## config.mk

```make
export PLATFORM = sky130hd
export DESIGN_NAME = uart_rx_framer
export DESIGN_NICKNAME = d
export VERILOG_FILES = /design/src/rtl/uart_rx_framer.sv
export SDC_FILE = /design/constraint.sdc
export NUM_CORES = 1
export LEC_CHECK = 0
export ABC_AREA = 0
export BUFFER_PORTS_ARGS = -buffer_cell sky130_fd_sc_hd__buf_2
export CAP_MARGIN = 20
export CORE_ASPECT_RATIO = 1.25
export CORE_MARGIN = 2
export CORE_UTILIZATION = 35
export CTS_BUF_LIST = sky130_fd_sc_hd__clkbuf_2 sky130_fd_sc_hd__clkbuf_4 sky130_fd_sc_hd__clkbuf_8
export DETAILED_ROUTE_END_ITERATION = 16
export PLACE_DENSITY = 0.63
export SETUP_SLACK_MARGIN = 0.2
export SKIP_CTS_REPAIR_TIMING = 1
export SLEW_MARGIN = 20
export SYNTH_ARGS = -nofsm -noshare
export SYNTH_HDL_FRONTEND = slang
export SYNTH_SLANG_ARGS = --single-unit
```

## constraint.sdc

```tcl
create_clock -name clk -period 4.8 [get_ports clk]
set_clock_uncertainty 0.05 [all_clocks]
set_input_delay 0 -clock clk [delete_from_list [all_inputs] [get_ports clk]]
set_output_delay 0 -clock clk [all_outputs]
set_load 0.05 [all_outputs]
```

## src/rtl/uart_rx_framer.sv

```systemverilog
// 8N1 UART receiver with 16x majority-vote sampling and a valid/ready byte output.
// Define UART_PARITY_EN to receive 8E1 frames and check even parity.
module uart_rx_framer #(
    parameter int CLK_HZ     = 100_000_000,
    parameter int BAUD       = 115200,
    parameter int OVERSAMPLE = 16
) (
    input  logic       clk,
    input  logic       reset,
    input  logic       rxd,
    output logic [7:0] rx_data,
    output logic       rx_valid,
    input  logic       rx_ready,
    output logic       frame_err,
    output logic       overrun,
    output logic       busy
);

    localparam int DIV_RAW = CLK_HZ / (BAUD * OVERSAMPLE);
    localparam int DIV     = (DIV_RAW < 1) ? 1 : DIV_RAW;
    localparam int DW      = (DIV > 1) ? $clog2(DIV) : 1;
    localparam int SW      = $clog2(OVERSAMPLE);
    localparam logic [DW-1:0] DIV_LAST = DW'(DIV - 1);
    localparam logic [SW-1:0] S_V0  = SW'(OVERSAMPLE / 2 - 1);
    localparam logic [SW-1:0] S_V1  = SW'(OVERSAMPLE / 2);
    localparam logic [SW-1:0] S_V2  = SW'(OVERSAMPLE / 2 + 1);
    localparam logic [SW-1:0] S_END = SW'(OVERSAMPLE - 1);

    typedef enum logic [2:0] {
        S_IDLE,
        S_START,
        S_DATA,
`ifdef UART_PARITY_EN
        S_PARITY,
`endif
        S_STOP,
        S_WAIT_HI
    } state_t;

    state_t          r_state, w_state_nxt;
    logic            r_sync1, r_sync2, r_prev;
    logic [1:0]      r_fill;
    logic [DW-1:0]   r_div_cnt;
    logic [SW-1:0]   r_smp;
    logic [2:0]      r_bit;
    logic [1:0]      r_v;
    logic [7:0]      r_shift, r_data;
    logic            r_valid, r_frame_err, r_overrun;
    logic            w_rxs, w_fall, w_tick, w_vote_t, w_bit_end, w_vote;
    logic            w_good, w_bad, w_par_err;

    assign w_rxs     = r_sync2;
    assign w_fall    = r_prev & ~w_rxs;
    assign w_tick    = (r_state != S_IDLE) && (r_div_cnt == DIV_LAST);
    assign w_vote_t  = w_tick && (r_smp == S_V2);
    assign w_bit_end = w_tick && (r_smp == S_END);
    assign w_vote    = (r_v[0] & r_v[1]) | (r_v[0] & w_rxs) | (r_v[1] & w_rxs);

    always_ff @(posedge clk or negedge reset) begin
        if (!reset) r_state <= S_IDLE;
        else        r_state <= w_state_nxt;
    end

    // The stop state exits at its vote tick so a following start edge is never missed.
    always_comb begin
        w_state_nxt = r_state;
        w_good      = 1'b0;
        w_bad       = 1'b0;
        case (r_state)
            S_IDLE:    if (w_fall) w_state_nxt = S_START;
            S_START: begin
                if (w_vote_t && w_vote) w_state_nxt = S_IDLE;
                else if (w_bit_end)     w_state_nxt = S_DATA;
            end
`ifdef UART_PARITY_EN
            S_DATA:    if (w_bit_end && r_bit == 3'd7) w_state_nxt = S_PARITY;
            S_PARITY:  if (w_bit_end) w_state_nxt = S_STOP;
`else
            S_DATA:    if (w_bit_end && r_bit == 3'd7) w_state_nxt = S_STOP;
`endif
            S_STOP: begin
                if (w_vote_t) begin
                    w_good      = w_vote & ~w_par_err;
                    w_bad       = ~(w_vote & ~w_par_err);
                    w_state_nxt = w_vote ? S_IDLE : S_WAIT_HI;
                end
            end
            S_WAIT_HI: if (w_rxs) w_state_nxt = S_IDLE;
            default:   w_state_nxt = S_IDLE;
        endcase
    end

    // r_fill marks when r_sync2 holds a real pin sample, so a line held low
    // through reset release is not mistaken for a start edge.
    always_ff @(posedge clk or negedge reset) begin
        if (!reset) begin
            r_sync1   <= 1'b1;
            r_sync2   <= 1'b1;
            r_fill    <= 2'b00;
            r_prev    <= 1'b0;
            r_div_cnt <= '0;
            r_smp     <= '0;
            r_bit     <= '0;
            r_v       <= '0;
            r_shift   <= '0;
        end else begin
            r_sync1 <= rxd;
            r_sync2 <= r_sync1;
            r_fill  <= {r_fill[0], 1'b1};
            r_prev  <= r_fill[1] & r_sync2;
            if (r_state == S_IDLE) begin
                r_div_cnt <= '0;
                r_smp     <= '0;
                r_bit     <= '0;
            end else if (w_tick) begin
                r_div_cnt <= '0;
                r_smp     <= (r_smp == S_END) ? '0 : r_smp + 1'b1;
                if (r_smp == S_V0) r_v[0] <= w_rxs;
                if (r_smp == S_V1) r_v[1] <= w_rxs;
                if (r_state == S_DATA && r_smp == S_V2)  r_shift <= {w_vote, r_shift[7:1]};
                if (r_state == S_DATA && r_smp == S_END) r_bit   <= r_bit + 1'b1;
            end else begin
                r_div_cnt <= r_div_cnt + 1'b1;
            end
        end
    end

`ifdef UART_PARITY_EN
    logic r_par_err;
    always_ff @(posedge clk or negedge reset) begin
        if (!reset)                                  r_par_err <= 1'b0;
        else if (r_state == S_IDLE)                  r_par_err <= 1'b0;
        else if (r_state == S_PARITY && w_vote_t)    r_par_err <= w_vote ^ (^r_shift);
    end
    assign w_par_err = r_par_err;
`else
    assign w_par_err = 1'b0;
`endif

    always_ff @(posedge clk or negedge reset) begin
        if (!reset) begin
            r_data      <= '0;
            r_valid     <= 1'b0;
            r_frame_err <= 1'b0;
            r_overrun   <= 1'b0;
        end else begin
            r_frame_err <= w_bad;
            r_overrun   <= 1'b0;
            if (w_good) begin
                if (!r_valid || rx_ready) begin
                    r_data  <= r_shift;
                    r_valid <= 1'b1;
                end else begin
                    r_overrun <= 1'b1;
                end
            end else if (rx_ready) begin
                r_valid <= 1'b0;
            end
        end
    end

    assign rx_data   = r_data;
    assign rx_valid  = r_valid;
    assign frame_err = r_frame_err;
    assign overrun   = r_overrun;
    assign busy      = (r_state != S_IDLE);

endmodule

```

==> impl_metrics.yaml, run 1 <==
sta:
  drv_slew: 0
  worst_pin_slew_ns: 0.919
  timing.final.crit_share: 0.459
  max-slew-margin-rel: 0.388
  setup_viol: 0
  fmax_mhz: 454
  hold_viol: 0
  finalWorstPathRequiredPeriod_ns: 2.21
  tns_ns: 0
  rsz0062_at_grt: "false"
synth:
  synth_xor_xnor_area_share: 0.0232
  async_reset_ff_frac: 1.00
  synthAdderAreaFrac: 0.0516
  muxShareOfSynthArea: 0.145
  synth_edf_count: 0
  synth_common_cells: "40 x dfrtp_1, 13 x nor2_1, 11 x mux2_2"
  synth-seq-cells: 42
  ys.flop_type: "dfrtp_1"
  synth_most_common_cell: "dfrtp_1"
  synth_top_family_by_area: "simple AND/OR/NAND/NOR gates"
  syn-num-nets: 163
  synth-simple-area-share: 0.152
  ys_seq_area_frac: 0.557
  yosys.area.top_type: "dfrtp_1"
  synth.top_cell.area_share: 0.529
  synth_cells: 152
  synth_compound_area_frac: 0.0377
  yosys-top-cells-area: "dfrtp_1 53%, mux2_2 6.6%, mux2_4 6.4%"
  synth_area_per_cell_um2: 12.4
  yosysWarnings: 0
  synth_cell_types: 38
  synth_area_um2: 1890
min_path:
  hp-class: "flip-flop to flip-flop"
  holdPathEnd: "r_fill[1]"
  min_path_cells: 0
  min_from: "r_fill[0]"
global_routing:
  met1_usage: 0.140
  grt_max_degree: 43
  gr-total-overflow: 0
  grt_util_met2: 0.170
  grt_use_met3: 0.0326
  grt_pass1_vias: 1153
  grt_busiest_layer: "met2"
  antenna_found_initial: 0
  grt.total_usage: 0.109
  grt_first_pass_wirelength_mm: 5.22
power_and_ir_drop:
  vdd.ir_drop.worst_v: 0.000194
  internal_power_mw: 0.607
  switching_power_mw: 0.232
  powerDensity_nw_per_um2: 390
  pwr-share-clk: 0.322
  p_seq_frac: 0.511
  power_leakage_nw: 1.09
  power_frac_comb: 0.167
  power_mw: 0.839
  switching_share: 0.276
critical_path:
  worstPathRequired_ns: 4.93
  cp-end-kind: "flip-flop"
  reg2reg_depth: 4
  start_kind: "flip-flop"
  r2r_end: "r_shift[1]"
  arrival_ns: 2.33
  critPathMaxFanout: 8
  r2r_slack_ns: 2.59
  r2r_start: "r_div_cnt[3]"
  critPathKind: "flip-flop to flip-flop"
drt:
  wl_per_cell_um: 12.5
  vias_per_cell: 4.92
  drt-initial-drc-count: 58
  num_vias: 1160
  dr.pass1.iters: 4
  antenna_left: 0
  drt_drc_violations_left: 0
  finalWirelength_mm: 2.95
cells_and_area:
  final_cell_area_um2: 2150
  diodes: 0
  utilization: 0.418
  area_delta_synth_final_pct: 13.8
  layout-drive-gt1-share: 0.282
  nets: 184
job:
  drv_cap: 0
place:
  io_buffers: 15
  dp_hpwl_mm: 2.00
  globalplace.congestion: 0.845
  postPlaceCellArea_um2: 2010
floorplan:
  die_y_um: 86.2
  die_x_um: 69.7
  pin_count: 16
  die_area_um2: 6010
  design.core.area_um2: 5150
  rows: 29
  start_util: 0.367
cts:
  root_buffer: "clkbuf_8"
  tritoncts: "yes"
  cts_made_buffers: 5
  clockBufferDepth: 2
  htreeDepth: 2
  path_clk_slew_ns: 0.08
  clkLatencyLatePin_ns: 0.29
  cts.sinks: 42
run_status:
  status: "complete, no violations"
==> flip-flops by register name, indices dropped and copies added (netlist names) <==
signal / count
r_v: 2
r_state: 3
r_sync2: 1
r_shift: 8
r_smp: 4
r_fill: 2
r_sync1: 1
r_bit: 3
rx_data: 8
r_div_cnt: 6
r_prev: 1
rx_valid: 1
frame_err: 1
overrun: 1
==> per-stage QoR <==
stage | hold WS [ns] | instances | setup slack (ns)
floorplan | -0.346 | 152 | 2.74
global placement | 0.0566 | 225 | 2.57
detailed placement | 0.0562 | 225 | 2.57
CTS | -0.260 | 233 | 2.55
global route | 0.286 | 236 | 2.45
finish | 0.303 | 236 | 2.59
==> power groups by stage <==
stage               clock network, mW  registers (mW)  logic, mW
global placement                    0           0.435      0.141
global route                    0.295           0.435      0.165
floorplan                           0           0.428      0.111
CTS                             0.281           0.429      0.143
finish                          0.270           0.429      0.140
detailed placement                  0           0.435      0.141
==> area by class of cell <==
class | instances | area [um2]
fill | 484 | 3000
sequential | 42 | 1050
multi-input combinational | 98 | 777
timing repair buffer | 18 | 105
tap | 62 | 77.6
clock buffer | 5 | 68.8
clock inverter | 3 | 40.0
inverter | 8 | 30.0
==> logic make-up (layout without fill, tap and decap cells) <==
group | count (synthesis) | in the layout
multiplexers | 22 | 22
adder cells (fa/ha/maj) | 8 | 8
XOR/XNOR | 5 | 5
AO/OA/AOI/OAI | 12 | 12
buffers and inverters | 12 | 34
flip-flops | 42 | 42
AND/OR/NAND/NOR | 50 | 50
other | 1 | 1
==> worst max-delay path by stage <==
stage / from / end / slack [ns]
after floorplan: r_state[2] / r_v[1] / 2.74
after global placement: r_div_cnt[3] / rx_data[2] / 2.57
after detailed placement: r_div_cnt[3] / rx_data[6] / 2.57
after CTS: r_div_cnt[3] / rx_data[6] / 2.55
after global routing: r_div_cnt[3] / rx_data[6] / 2.45
final: r_div_cnt[3] / r_shift[1] / 2.59
==> worst max-delay path, cell delays in order (launching register included) <==
cell and delay, ns:
dfrtp_1 0.42, and4b_1 0.46, nand4_4 0.18, or4b_4 0.66, mux2_4 0.33
==> per-layer routing <==
metal	vias up	wire, um
met5	-	0
met4	0	51
met3	5	102
met2	23	1410
met1	570	1390
li1	562	-
==> cells in the final DEF (no fill, tap or decap), types with 2 or more instances in the layout <==
| cell | instances |
|---|---|
| a21oi_1 | 4 |
| buf_2 | 15 |
| clkbuf_8 | 5 |
| clkinv_2 | 2 |
| dfrtp_1 | 40 |
| dfstp_2 | 2 |
| dlygate4sd3_1 | 3 |
| ha_1 | 7 |
| inv_1 | 8 |
| mux2_2 | 11 |
| mux2_4 | 8 |
| mux2i_1 | 3 |
| nand2_1 | 9 |
| nand3_1 | 7 |
| nand3b_1 | 2 |
| nor2_1 | 13 |
| nor3_1 | 4 |
| nor3b_1 | 2 |
| o21ai_0 | 4 |
| xnor2_1 | 2 |
| xor2_1 | 3 |
Note: power is estimated with default switching activity, not from simulation.
==> inputs of run 2 (changes only) <==
--- a/config.mk
+++ b/config.mk
@@ -5,7 +5,7 @@
 export SDC_FILE = /design/constraint.sdc
 export NUM_CORES = 1
 export LEC_CHECK = 0
-export ABC_AREA = 0
+export ABC_AREA = 1
 export BUFFER_PORTS_ARGS = -buffer_cell sky130_fd_sc_hd__buf_2
 export CAP_MARGIN = 20
 export CORE_ASPECT_RATIO = 1.25
@@ -13,7 +13,7 @@
 export CORE_UTILIZATION = 35
 export CTS_BUF_LIST = sky130_fd_sc_hd__clkbuf_2 sky130_fd_sc_hd__clkbuf_4 sky130_fd_sc_hd__clkbuf_8
 export DETAILED_ROUTE_END_ITERATION = 16
-export PLACE_DENSITY = 0.63
+export PLACE_DENSITY = 0.65
 export SETUP_SLACK_MARGIN = 0.2
 export SKIP_CTS_REPAIR_TIMING = 1
 export SLEW_MARGIN = 20
==> constraint.sdc (replaced) <==
create_clock -name clk -period 1.8 [get_ports clk]
set_clock_uncertainty 0.05 [all_clocks]
set_input_delay 0 -clock clk [delete_from_list [all_inputs] [get_ports clk]]
set_output_delay 0 -clock clk [all_outputs]
set_load 0.05 [all_outputs]
==> impl_metrics.yaml, run 2 <==
run_status:
  status: "complete, no violations"
synth:
  syn-num-nets: 218
  yosysWarnings: 0
  synth_cell_types: 32
  synth_cells: 207
  synth_edf_count: 0
  yosys.area.top_type: "dfrtp_1"
  synth_area_per_cell_um2: 9.48
  ys_seq_area_frac: 0.537
  synth_common_cells: "54 x nand2_1, 40 x dfrtp_1, 24 x inv_1"
  synth_most_common_cell: "nand2_1"
  synth_area_um2: 1960
  synth-seq-cells: 42
  ys.flop_type: "dfrtp_1"
  synth.top_cell.area_share: 0.510
  yosys-top-cells-area: "dfrtp_1 51%, nand2_1 10%, inv_1 4.6%"
  async_reset_ff_frac: 1.00
floorplan:
  pin_count: 16
  design.core.area_um2: 5410
  die_x_um: 71.0
  rows: 30
  die_area_um2: 6230
  start_util: 0.363
  die_y_um: 87.7
critical_path:
  crit_path_frequent_cell: "nand3_2"
  cp_cell_sequence: "inv_1, ha_1, nand3_2, nor2_4, buf_4, nand3_1, nand3_2, nand3_2, nand2_1, nand2_1"
  startpoint: "r_div_cnt[1]"
  r2r_slack_ns: 0.1
  start_kind: "flip-flop"
  cpMaxStageDelayCell: "dfrtp_1"
  r2r_end: "r_state[0]"
  critPathTopFamily: "simple AND/OR/NAND/NOR gates"
  critPathKind: "flip-flop to flip-flop"
  reg2reg_depth: 10
  cp-end-kind: "flip-flop"
  cp_num_cells: 10
  critPathMaxFanout: 6
  r2r_start: "r_div_cnt[1]"
  arrival_ns: 1.84
  crit_end: "r_state[0]"
  slowest_delay_ns: 0.39
  worst-path-buf-inv: 2
  worstPathRequired_ns: 1.94
cells_and_area:
  layout_commonest_cell: "nand2_1"
  nets: 247
  diodes: 0
  fillers: 552
  area_delta_synth_final_pct: 18.5
  layout-drive-gt1-share: 0.270
  final_cell_area_um2: 2330
  layout_common_cells: "50 x nand2_1, 40 x dfrtp_1, 22 x inv_1"
drt:
  drt_drc_violations_left: 0
  finalWirelength_mm: 3.59
  dr.pass1.iters: 4
  drt-initial-drc-count: 65
  vias_per_cell: 4.73
  wl_per_cell_um: 11.9
  num_vias: 1423
  antenna_left: 0
sta:
  setup_viol: 0
  max-slew-margin-rel: 0.651
  fmax_mhz: 588
  finalWorstPathRequiredPeriod_ns: 1.70
  rsz0062_at_grt: "true"
  timing.final.crit_share: 0.945
  drv_slew: 0
  hold_viol: 0
  tns_ns: 0
  worst_pin_slew_ns: 0.524
  worst_slack_ns: 0.0996
place:
  place_ws_ns: 0.0894
  postPlaceCellArea_um2: 2110
  io_buffers: 15
  dp_hpwl_mm: 2.23
  globalplace.congestion: 0.784
global_routing:
  grt_max_degree: 43
  antenna_found_initial: 0
  gr-total-overflow: 0
  grt_first_pass_wirelength_mm: 5.69
  grt.total_usage: 0.114
  grt_pass1_vias: 1358
job:
  drv_cap: 0
power_and_ir_drop:
  vdd.ir_drop.worst_v: 0.000450
  power_leakage_nw: 1.11
  powerDensity_nw_per_um2: 937
  power_mw: 2.18
cts:
  root_buffer: "clkbuf_8"
  htreeDepth: 2
  path_clk_slew_ns: 0.08
  cts_made_buffers: 5
  clockBufferDepth: 2
  clkLatencyLatePin_ns: 0.30
  cts.sinks: 42
  tritoncts: "yes"
min_path:
  hp-class: "input pin to flip-flop"
==> run 2: layout make-up <==
class                      instances  area [um2]  share of cell area
clock inverter                     3        23.8              0.0102
multi-input combinational        138         863               0.371
inverter                          27         104              0.0446
timing repair buffer              22         133              0.0570
clock buffer                       5        68.8              0.0296
tap                               64        80.1              0.0344
sequential                        42        1050               0.453
==> run 2: worst min path at each step <==
stage	startpoint	end	slack, ns	depth (start not counted)
after detailed placement	reset	r_fill[0]	0.05	2
after CTS	reset	rx_data[4]	-0.28	2
after global routing	rx_ready	overrun	0.11	4
after floorplan	reset	frame_err	-0.35	0
final	rx_ready	overrun	0.06	4
after global placement	reset	r_fill[0]	0.05	2
==> run 2: kinds of logic after synthesis <==
| logic type | after synthesis | share of synthesized area |
|---|---|---|
| xor gates and xnor gates | 1 | 0.00446 |
| other | 1 | 0.00191 |
| AOI/OAI and AO/OA | 29 | 0.0911 |
| DFF | 42 | 0.537 |
| buffers and inverters | 29 | 0.0612 |
| and+or+nand+nor | 98 | 0.260 |
| adders and majority gates | 7 | 0.0446 |
==> run 2: tightest hold or removal path: stages <==
cell,delay (ns)
buf_2,0.07
nor2_1,0.03
inv_1,0.19
nor2_1,0.08
==> run 2: stage by stage <==
step                      utilization  hold slack, ns  cells
after floorplan                     -          -0.346    207
after global placement          0.390          0.0524    285
after detailed placement        0.390          0.0550    285
after CTS                       0.407          -0.279    293
after global routing            0.430           0.111    301
final                           0.430          0.0581    301
==> run 2: report_power, final <==
group | internal (mW) | switching [mW]
sequential | 1.01 | 0.0517
clock | 0.277 | 0.357
combinational | 0.154 | 0.328
==> run 2: per-layer routing <==
layer | vias to the layer above | part of all wire | track usage | routed length (um)
met5 | - | 0 | 0 | 0
met4 | 0 | 0.014 | 0.0515 | 50
met3 | 6 | 0.038 | 0.0357 | 136
met2 | 27 | 0.51 | 0.194 | 1840
met1 | 661 | 0.44 | 0.133 | 1560
li1 | 729 | - | - | -
